**src/rtl/dm_pkg.sv**
```systemverilog
// Shared types and helpers for the display-manager sequence controller.
// Holds the FSM state type, program opcodes and the per-program next-value functions.
package dm_pkg;

    typedef enum logic [1:0] {
        StIdle,
        StRun,
        StPause
    } state_e;

    typedef enum logic [2:0] {
        ProgAdd     = 3'd0,
        ProgSub     = 3'd1,
        ProgRotl    = 3'd2,
        ProgRotr    = 3'd3,
        ProgLfsr    = 3'd4,
        ProgBcd     = 3'd5,
        ProgJohnson = 3'd6,
        ProgHold    = 3'd7
    } prog_e;

    localparam logic [15:0] LFSR_TAPS = 16'hB400;

    function automatic logic [15:0] rotl16(input logic [15:0] d, input logic [2:0] s);
        logic [31:0] t;
        t = {d, d} << s;
        return t[31:16];
    endfunction

    function automatic logic [15:0] rotr16(input logic [15:0] d, input logic [2:0] s);
        logic [31:0] t;
        t = {d, d} >> s;
        return t[15:0];
    endfunction

    // All-zero is a lock-up state for the LFSR, so it is kicked back to 1.
    function automatic logic [15:0] lfsr_step(input logic [15:0] d);
        logic [15:0] r;
        if (d == 16'h0000) begin
            r = 16'h0001;
        end else if (d[0]) begin
            r = (d >> 1) ^ LFSR_TAPS;
        end else begin
            r = d >> 1;
        end
        return r;
    endfunction

    // Decimal add of a small step across four BCD digits; 9999 wraps through 0000.
    function automatic logic [15:0] bcd_add(input logic [15:0] d, input logic [2:0] s);
        logic [15:0] r;
        logic [4:0]  sum;
        logic [4:0]  carry;
        r     = '0;
        carry = {2'b00, s};
        for (int i = 0; i < 4; i++) begin
            sum = {1'b0, d[4*i +: 4]} + carry;
            if (sum > 5'd9) begin
                r[4*i +: 4] = 4'(sum - 5'd10);
                carry       = 5'd1;
            end else begin
                r[4*i +: 4] = sum[3:0];
                carry       = 5'd0;
            end
        end
        return r;
    endfunction

    function automatic logic [15:0] bcd_sanitize(input logic [15:0] d);
        logic [15:0] r;
        r = '0;
        for (int i = 0; i < 4; i++) begin
            r[4*i +: 4] = (d[4*i +: 4] > 4'd9) ? 4'd0 : d[4*i +: 4];
        end
        return r;
    endfunction

endpackage

```
**src/rtl/btn_cond.sv**
```systemverilog
// Raw push-button conditioner: 2-FF synchroniser, counter debounce and a one-cycle
// pulse on each accepted rising level.
module btn_cond #(
    parameter int unsigned DEB_CYCLES = 1_000_000
) (
    input  logic clk,
    input  logic rst,
    input  logic btn_raw,
    output logic pulse
);

    localparam int unsigned CntW = $clog2(DEB_CYCLES + 1);

    logic            sync1_q;
    logic            sync2_q;
    logic            level_q;
    logic [CntW-1:0] cnt_q;

    // The counter tracks consecutive samples that disagree with the accepted level;
    // any agreeing sample restarts it, so short glitches never get through.
    always_ff @(posedge clk) begin
        if (!rst) begin
            sync1_q <= 1'b0;
            sync2_q <= 1'b0;
            level_q <= 1'b0;
            cnt_q   <= '0;
            pulse   <= 1'b0;
        end else begin
            sync1_q <= btn_raw;
            sync2_q <= sync1_q;
            pulse   <= 1'b0;
            if (sync2_q == level_q) begin
                cnt_q <= '0;
            end else if (cnt_q == CntW'(DEB_CYCLES - 1)) begin
                cnt_q   <= '0;
                level_q <= sync2_q;
                pulse   <= sync2_q;
            end else begin
                cnt_q <= cnt_q + CntW'(1);
            end
        end
    end

endmodule

```
**src/rtl/dm_seq_ctrl.sv**
```systemverilog
// Button-driven program/step selection and tick-paced 16-bit sequence generator
// feeding the display manager.
module dm_seq_ctrl
    import dm_pkg::*;
#(
    parameter int unsigned DEB_CYCLES = 1_000_000,
    parameter int unsigned TICK_DIV   = 50_000_000
) (
    input  logic        clk,
    input  logic        rst,
    input  logic        btn_start,
    input  logic        btn_stop,
    input  logic        btn_prog,
    input  logic        btn_mod,
    input  logic [15:0] seed,
    output logic [2:0]  prog,
    output logic [1:0]  modules,
    output logic [15:0] data_2,
    output logic        running
);

    localparam int unsigned TickW = $clog2(TICK_DIV + 1);

    logic start_p;
    logic stop_p;
    logic prog_p;
    logic mod_p;

    btn_cond #(.DEB_CYCLES(DEB_CYCLES)) u_btn_start (
        .clk    (clk),
        .rst    (rst),
        .btn_raw(btn_start),
        .pulse  (start_p)
    );

    btn_cond #(.DEB_CYCLES(DEB_CYCLES)) u_btn_stop (
        .clk    (clk),
        .rst    (rst),
        .btn_raw(btn_stop),
        .pulse  (stop_p)
    );

    btn_cond #(.DEB_CYCLES(DEB_CYCLES)) u_btn_prog (
        .clk    (clk),
        .rst    (rst),
        .btn_raw(btn_prog),
        .pulse  (prog_p)
    );

    btn_cond #(.DEB_CYCLES(DEB_CYCLES)) u_btn_mod (
        .clk    (clk),
        .rst    (rst),
        .btn_raw(btn_mod),
        .pulse  (mod_p)
    );

    state_e           state_q;
    logic [TickW-1:0] tick_cnt_q;
    logic             tick;
    logic [2:0]       step;
    logic [15:0]      next_val;
    logic [15:0]      load_val;

    assign tick = (state_q == StRun) && (tick_cnt_q == TickW'(TICK_DIV - 1));

    always_comb begin
        step     = {1'b0, modules} + 3'd1;
        next_val = data_2;
        unique case (prog_e'(prog))
            ProgAdd:     next_val = data_2 + {13'd0, step};
            ProgSub:     next_val = data_2 - {13'd0, step};
            ProgRotl:    next_val = rotl16(data_2, step);
            ProgRotr:    next_val = rotr16(data_2, step);
            ProgLfsr:    next_val = lfsr_step(data_2);
            ProgBcd:     next_val = bcd_add(data_2, step);
            ProgJohnson: next_val = {data_2[14:0], ~data_2[15]};
            ProgHold:    next_val = data_2;
        endcase
    end

    assign load_val = (prog_e'(prog) == ProgBcd) ? bcd_sanitize(seed) : seed;

    // Stop is evaluated ahead of start everywhere so a simultaneous press pauses/exits.
    always_ff @(posedge clk) begin
        if (!rst) begin
            state_q    <= StIdle;
            prog       <= 3'd0;
            modules    <= 2'd0;
            data_2     <= 16'd0;
            running    <= 1'b0;
            tick_cnt_q <= '0;
        end else begin
            unique case (state_q)
                StIdle: begin
                    if (prog_p) begin
                        prog <= prog + 3'd1;
                    end
                    if (mod_p) begin
                        modules <= modules + 2'd1;
                    end
                    if (start_p && !stop_p) begin
                        data_2     <= load_val;
                        tick_cnt_q <= '0;
                        state_q    <= StRun;
                        running    <= 1'b1;
                    end
                end
                StRun: begin
                    if (tick) begin
                        data_2     <= next_val;
                        tick_cnt_q <= '0;
                    end else begin
                        tick_cnt_q <= tick_cnt_q + TickW'(1);
                    end
                    if (stop_p) begin
                        state_q <= StPause;
                        running <= 1'b0;
                    end
                end
                StPause: begin
                    if (stop_p) begin
                        state_q <= StIdle;
                    end else if (start_p) begin
                        tick_cnt_q <= '0;
                        state_q    <= StRun;
                        running    <= 1'b1;
                    end
                end
                default: begin
                    state_q <= StIdle;
                    running <= 1'b0;
                end
            endcase
        end
    end

endmodule

```
**config.mk**
```make
export PLATFORM = sky130hd
export DESIGN_NAME = dm_seq_ctrl
export DESIGN_NICKNAME = d
export VERILOG_FILES = /design/src/rtl/dm_pkg.sv /design/src/rtl/btn_cond.sv /design/src/rtl/dm_seq_ctrl.sv
export SDC_FILE = /design/constraint.sdc
export NUM_CORES = 1
export LEC_CHECK = 0
export ABC_AREA = 1
export BUFFER_PORTS_ARGS = -buffer_cell sky130_fd_sc_hd__buf_2
export CORE_AREA = 10 10 140 142
export DETAILED_ROUTE_END_ITERATION = 10
export DIE_AREA = 0 0 150 152
export GPL_TIMING_DRIVEN = 0
export PLACE_DENSITY_LB_ADDON = 0.08
export SYNTH_ARGS = -nofsm -noshare
export SYNTH_HDL_FRONTEND = slang
export SYNTH_SLANG_ARGS = --single-unit
export TNS_END_PERCENT = 5
```
**constraint.sdc**
```tcl
create_clock -name clk -period 5.72 [get_ports clk]
set_input_delay 1.144 -clock clk [delete_from_list [all_inputs] [get_ports clk]]
set_output_delay 1.144 -clock clk [all_outputs]
set_load 0.01 [all_outputs]
```
==> Word level (Yosys, flattened, before mapping) <==
Index checks and enable logic that the tools add are counted.
{ "totals": {"register_bits": 146, "in_bits": 22, "output_inout_bits": 22, "wordCells": 152} }
{ "op_classes": {"addsub": 18, "magnitude_cmp": 8, "eq_ne": 25, "shift": 2, "n_mux": 36, "bitwise_logic": 11, "reduce_logical": 26} }
{ "op_table": {"columns": ["cell", "n"], "rows": [
  ["$pmux 16 s7", 1],
  ["$mux 26", 4],
  ["$add 20x1->20 const B", 4],
  ["$eq 20x20->1 const B", 4],
  ["$mux 16", 5],
  ["$pmux 26 s3", 1],
  ["$mux 4", 8],
  ["$pmux 16 s2", 1],
  ["$shl 32x3->32", 1],
  ["$shr 32x3->16", 1],
  ["$add 26x1->26 const B", 1],
  ["$eq 26x26->1 const B", 1],
  ["$reduce_or 3->1", 8],
  ["$gt 5x4->1 const B", 4],
  ["$add 16x3->16", 1],
  ["$gt 4x4->1 const B", 4],
  ["$logic_not 16->1", 1],
  ["$sub 16x3->16", 1],
  ["$sub 4x4->4 const B", 4],
  ["$add 4x5->5", 3],
  ["$mux 5", 3],
  ["$eq 3x3->1 const B", 4],
  ["$reduce_and 2->1", 6],
  ["$reduce_and 4->1", 3],
  ["25 further kinds", 52]
]} }

==> Longest topological paths before layout <==
{ "depth": {"depth_word": 19, "mapped_depth": 38, "depth_no_buf": 36} }

==> By module <==
From an unflattened synthesis, not the netlist that was laid out.
{ "unflattened": {"hier_cells": 1744, "area_unflattened_um2": 10781.6} }
{ "by_module_without_submodules": {"columns": ["module", "n_inst", "cells_each", "area_per_inst_um2", "seq_area_each_um2"], "rows": [
  ["dm_seq_ctrl", 1, 1000, 5661.7, 1001.0],
  ["btn_cond", 4, 186, 1280.0, 480.5]
]} }

==> Worst setup path before layout <==
OpenSTA, ideal clock, no wires.
{ "synth_path": {"path_kind": "flip-flop to flip-flop", "start": "reg modules[0]", "end": "reg data_2[15]", "setup_time_ns": 0.132, "arrival_time_ns": 5.120, "required_time_ns": 5.588, "slack_ns": 0.468, "path_stages_with_launch": 35, "n_path_buf": 2, "synth_period_minus_slack_ns": 5.252, "path_cell_list": "dfxtp_1 > buf_4 > inv_2 > buf_4 > ha_1 > fa_1 > inv_1 > nand3_1 > nand3_2 > nand2_1 > ha_1 > ha_1 > xnor2_1 > nand2_1 > nand2_1 > nand2_1 > ha_1 > ha_1 > xnor2_1 > nand2_1 > nand2_1 > nand2_1 > ha_1 > ha_1 > nand2_1 > nand2_1 > ha_1 > nand2_1 > nand3_1 > nand2_1 > nand2_1 > nand3_1 > nand3_1 > o21ai_1 > a21oi_1"} }
{ "synth_via": {"elab_chain_cells": 19, "word_cells_on_any_way": 24, "classes_between": "add/sub (8); order compare (4); shift (2); mux (10)"} }
{ "synth_rtl": {"columns": ["element", "line_no", "source"], "rows": [
  ["start, declared", "dm_seq_ctrl.sv:17", "output logic [1:0] modules,"],
  ["start signal, assigned", "dm_seq_ctrl.sv:99", "modules <= modules + 2'd1;"],
  ["$add 2x1->3 *", "dm_seq_ctrl.sv:67", "step = {1'b0, modules} + 3'd1;"],
  ["via step[0]", "dm_seq_ctrl.sv:60", "logic [2:0] step;"],
  ["$add 4x3->5", "dm_pkg.sv:57", "sum = {1'b0, d[4*i +: 4]} + carry;"],
  ["$gt 5x4->1", "dm_pkg.sv:58", "if (sum > 5'd9) begin"],
  ["$mux 1", "dm_pkg.sv:58", null],
  ["$mux 5", "dm_seq_ctrl.sv:69", "unique case (prog_e'(prog))"],
  ["$add 4x5->5", "dm_pkg.sv:57", null],
  ["$gt 5x4->1", "dm_pkg.sv:58", null],
  ["[4 not listed]", null, null],
  ["$mux 1", "dm_pkg.sv:58", null],
  ["$mux 5", "dm_seq_ctrl.sv:69", null],
  ["$add 4x5->5", "dm_pkg.sv:57", null],
  ["$sub 4x4->4 / $gt 5x4->1 (equally long branches)", "dm_pkg.sv:59, dm_pkg.sv:58", null],
  ["$mux 4", "dm_pkg.sv:58", null],
  ["$pmux 16 s7 *", "dm_seq_ctrl.sv:69", null],
  ["$mux 16 *", "dm_seq_ctrl.sv:109", "if (tick) begin"],
  ["$pmux 16 s2 *", "dm_seq_ctrl.sv:93", "unique case (state_q)"],
  ["end signal, assigned", "dm_seq_ctrl.sv:102", "data_2 <= load_val;"],
  ["end signal, assigned", "dm_seq_ctrl.sv:110", "data_2 <= next_val;"],
  ["end, declared", "dm_seq_ctrl.sv:18", "output logic [15:0] data_2,"]
]} }
The timed path passes the listed nets; every way through them passes the cells marked *. The select of a mux whose other input is x is not followed.
A chain may end at the register's enable or synchronous reset.

==> Worst setup path after layout <==
Ends and elaborated chain as after synthesis.

==> results.sh <==
export IMPL_peakVddDrop_mv=0.219
export IMPL_min_to="u_btn_stop.sync2_q"
export IMPL_powerDensity_mw_per_mm2=188
export IMPL_route_detailed_drc=0
export IMPL_diodes=0
export IMPL_yosysWarnings=0
export IMPL_cp_start_kind="flip-flop"
export IMPL_synthArstFlopShare=0
export IMPL_clock_path_buffers=2
export IMPL_setup_viol=0
export IMPL_syn_inst=1582
export IMPL_cpMostUsedCell="nand2_1"
export IMPL_design_die_area_mm2=0.0228
export IMPL_drv_cap=0
export IMPL_die_y_um=152
export IMPL_via_per_inst=5.61
export IMPL_drt_pass1_iter_count=5
export IMPL_endpoint_kind="flip-flop"
export IMPL_clk_latency_ns=0.43
export IMPL_synthDistinctLibCells=48
export IMPL_pre_cts_slack_ns=-0.306
export IMPL_clock_root_buffer="clkbuf_16"
export IMPL_final_setup_worst_slack_ns=0.351
export IMPL_whs_path_depth=2
export IMPL_hold_viol_final=0
export IMPL_status="complete, no violations"
export IMPL_r2r_start="modules[0]"
export IMPL_dp_hpwl_um=21100
export IMPL_drive_gt1_frac=0.116
export IMPL_hold_buffers=0
export IMPL_min_from="u_btn_stop.sync1_q"
export IMPL_io_pins=44
export IMPL_yosysSeqAreaShare=0.290
export IMPL_numClockSinks=146
export IMPL_slowest_delay_ns=0.55
export IMPL_first_global_vias=9926
export IMPL_fp_row_count=48
export IMPL_routed_wl_um=27900
export IMPL_cts_htree_levels=4
export IMPL_synthAdderAreaFrac=0.0548
export IMPL_synthMuxAreaShare=0
export IMPL_gp_congestion=0.995
export IMPL_grt_max_degree=17
export IMPL_synth_compound_area_frac=0.107
export IMPL_num_nets_final=1713
export IMPL_hold_worst_slack_ns=0.414
export IMPL_synth_nets=1647
export IMPL_area_growth_pct=11.6
export IMPL_hold_path_class="flip-flop to flip-flop"
export IMPL_synth_xor_area_share=0.0408
export IMPL_antenna_left=0
export IMPL_critPathBufInv=5
export IMPL_slew_headroom=0.171
export IMPL_netlist_area_mm2=0.0101
export IMPL_drtIter0Drc=833
export IMPL_ys_flop_type="dfxtp_1"
export IMPL_crit_path_top_delay_cell="fa_2"
export IMPL_core_mm2=0.0169
export IMPL_multi_input_area_mm2=0.00629
export IMPL_start_util=0.596
export IMPL_reg2reg_to="data_2[15]"
export IMPL_die_w_um=150
export IMPL_fin_skew_ns=0.0205
export IMPL_synth_top_family_by_area="simple AND/OR/NAND/NOR gates"
export IMPL_wl_per_cell_um=14.8
export IMPL_grt_pass1_wl_um=47200
export IMPL_cts_tree="yes"
export IMPL_grt_util_all_layers=0.247
export IMPL_slew_violations=0
export IMPL_finalCritPeriodShare=0.939
export IMPL_rrSetupSlack_ns=0.35
export IMPL_port_buffers=43
export IMPL_grt_ovfl_total=0
export IMPL_ys_ff_latch=146
export IMPL_critical_path_depth=34
export IMPL_critPathKind="flip-flop to flip-flop"
export IMPL_tightest_slew_ns=1.23
export IMPL_crit_arrival_ns=5.67
export IMPL_syn_area_per_cell_um2=6.38
export IMPL_seqCellArea_mm2=0.00292
export IMPL_total_power_mw=2.12
export IMPL_fmax_mhz=186
export IMPL_vias=10600
export IMPL_synth_edf_count=0
export IMPL_clk_pin_slew_ns=0.06
export IMPL_synth_simple_area_share=0.415
export IMPL_crit_family="adder cells"
export IMPL_cts_inserted_buffers=17
export IMPL_rr_worst_depth=34
export IMPL_fin_tns_setup_ns=0
export IMPL_cp_required_ns=6.02
export IMPL_post_route_min_period_ns=5.37
export IMPL_nFillCells=1561
export IMPL_static_leakage_power_nw=4.78
export IMPL_antenna_found_initial=0
export IMPL_critPathMaxFanout=12
==> cells in the mapped netlist (2+ instances only) <==
cell	number	area [um2]
inv_2	9	33.8
nand2_2	11	68.8
nand2_1	418	1570
nand3_1	148	741
nor4_1	19	119
nand3b_1	2	15.0
o21ai_0	51	255
nand4_2	3	37.5
xnor2_1	10	87.6
nor2_4	3	33.8
nor3_1	39	195
nor2_1	172	646
clkbuf_1	23	86.3
dfxtp_1	146	2920
o21a_1	4	30.0
nand4_1	35	219
o21ai_1	4	20.0
and2_1	9	56.3
fa_1	2	40.0
a31oi_1	8	50.1
nor3_2	10	100
ha_1	41	513
nor3_4	2	32.5
a21oi_1	100	500
or2_2	6	37.5
nor3b_1	14	105
o211ai_1	17	128
a21oi_2	4	35.0
nand3_2	9	90.1
buf_4	6	45.0
a221oi_1	2	17.5
xor2_1	37	324
nor2_2	9	56.3
inv_1	176	661
nor3b_2	2	25.0
buf_2	19	95.1
==> kinds of logic after synthesis <==
kind of cell / count (synthesis)
compound gates: 195
fa+ha+maj: 43
simple gates: 915
buf+inv: 236
flops: 146
xor+xnor: 47
==> sequential cells by signal (all words and copies together) (netlist names), 2 cells and up <==
register	cells
state_q	2
data_2	16
modules	2
prog	3
u_btn_start.cnt_q	20
u_btn_prog.cnt_q	20
u_btn_mod.cnt_q	20
u_btn_stop.cnt_q	20
tick_cnt_q	26
==> power breakdown <==
part	switching (mW)	total [mW]	internal (mW)
Combinational	0.0268	0.0398	0.0130
Clock	0.449	1.06	0.608
Sequential	0.00177	1.02	1.02
Total	0.478	2.12	1.64
==> routing by layer <==
layer | GRT usage | vias up | routed length (um)
met2 | 0.387 | 406 | 12400
met3 | 0.0511 | 95 | 2040
met4 | 0.114 | 0 | 1120
met1 | 0.317 | 4747 | 12300
li1 | - | 5315 | -
met5 | 0 | - | 0
==> cells in the final DEF, fill, tap and decap left out, types with 5 or more instances in the layout <==
cell type,count
nor3_1,39
nor3_2,10
nor3b_1,14
nor2_1,172
clkbuf_1,23
o211ai_1,17
o21ai_0,51
nand2_1,414
xnor2_1,8
inv_1,174
buf_4,9
clkbuf_16,17
nand4_1,35
nor4_1,19
and2_1,9
buf_2,62
xor2_1,37
a21oi_1,100
nand2_2,15
a31oi_1,8
ha_1,36
nand3_1,145
dfxtp_1,145
clkinvlp_4,5
inv_2,9
or2_2,6
nand3_2,12
nor2_2,9
==> area by class of cell <==
type                    instances  area share
multi-input cells            1200       0.559
flip-flops and latches        146       0.260
inverters                     187      0.0630
clock buffers                  19      0.0393
well taps                     225      0.0250
repair buffers                 48      0.0224
plain buffers                  48      0.0221
clock inverters                11     0.00967
==> through the flow <==
| stage | cell area (um2) | utilization | instances |
|---|---|---|---|
| 4_1_cts | 11200 | 0.660 | 1879 |
| 6_report | 11300 | 0.665 | 1884 |
| 3_3_place_gp | 10600 | 0.625 | 1850 |
| 5_1_grt | 11300 | 0.665 | 1884 |
| 3_5_place_dp | 10600 | 0.625 | 1850 |
| 2_1_floorplan | 10100 | - | 1582 |
==> what timing repair did <==
item / in CTS / in global routing
gates resized for setup: 5 / 18
pin swaps: 0 / 3
setup endpoints to repair: 3 / 3
buffers inserted: 0 / 5
==> worst register-to-register path: cells and delay by family, from the launching register on <==
kind                       cells  cell delay [ns]
buffers and inverters          5             0.64
DFF                            1             0.34
adders and majority gates      9             2.31
and+or+nand+nor               17             1.57
xor gates and xnor gates       1             0.20
AOI/OAI and AO/OA              2             0.22
==> how the worst max path moves through the flow <==
stage	startpoint	end	slack, ns
2_1_floorplan	modules[0]	data_2[15]	0.47
3_3_place_gp	modules[1]	data_2[14]	-0.17
3_5_place_dp	modules[1]	data_2[15]	-0.31
4_1_cts	modules[0]	data_2[15]	0.01
5_1_grt	modules[0]	data_2[14]	-0.005
6_report	modules[0]	data_2[15]	0.35
No activity file was read; power rests on OpenSTA's default activity.
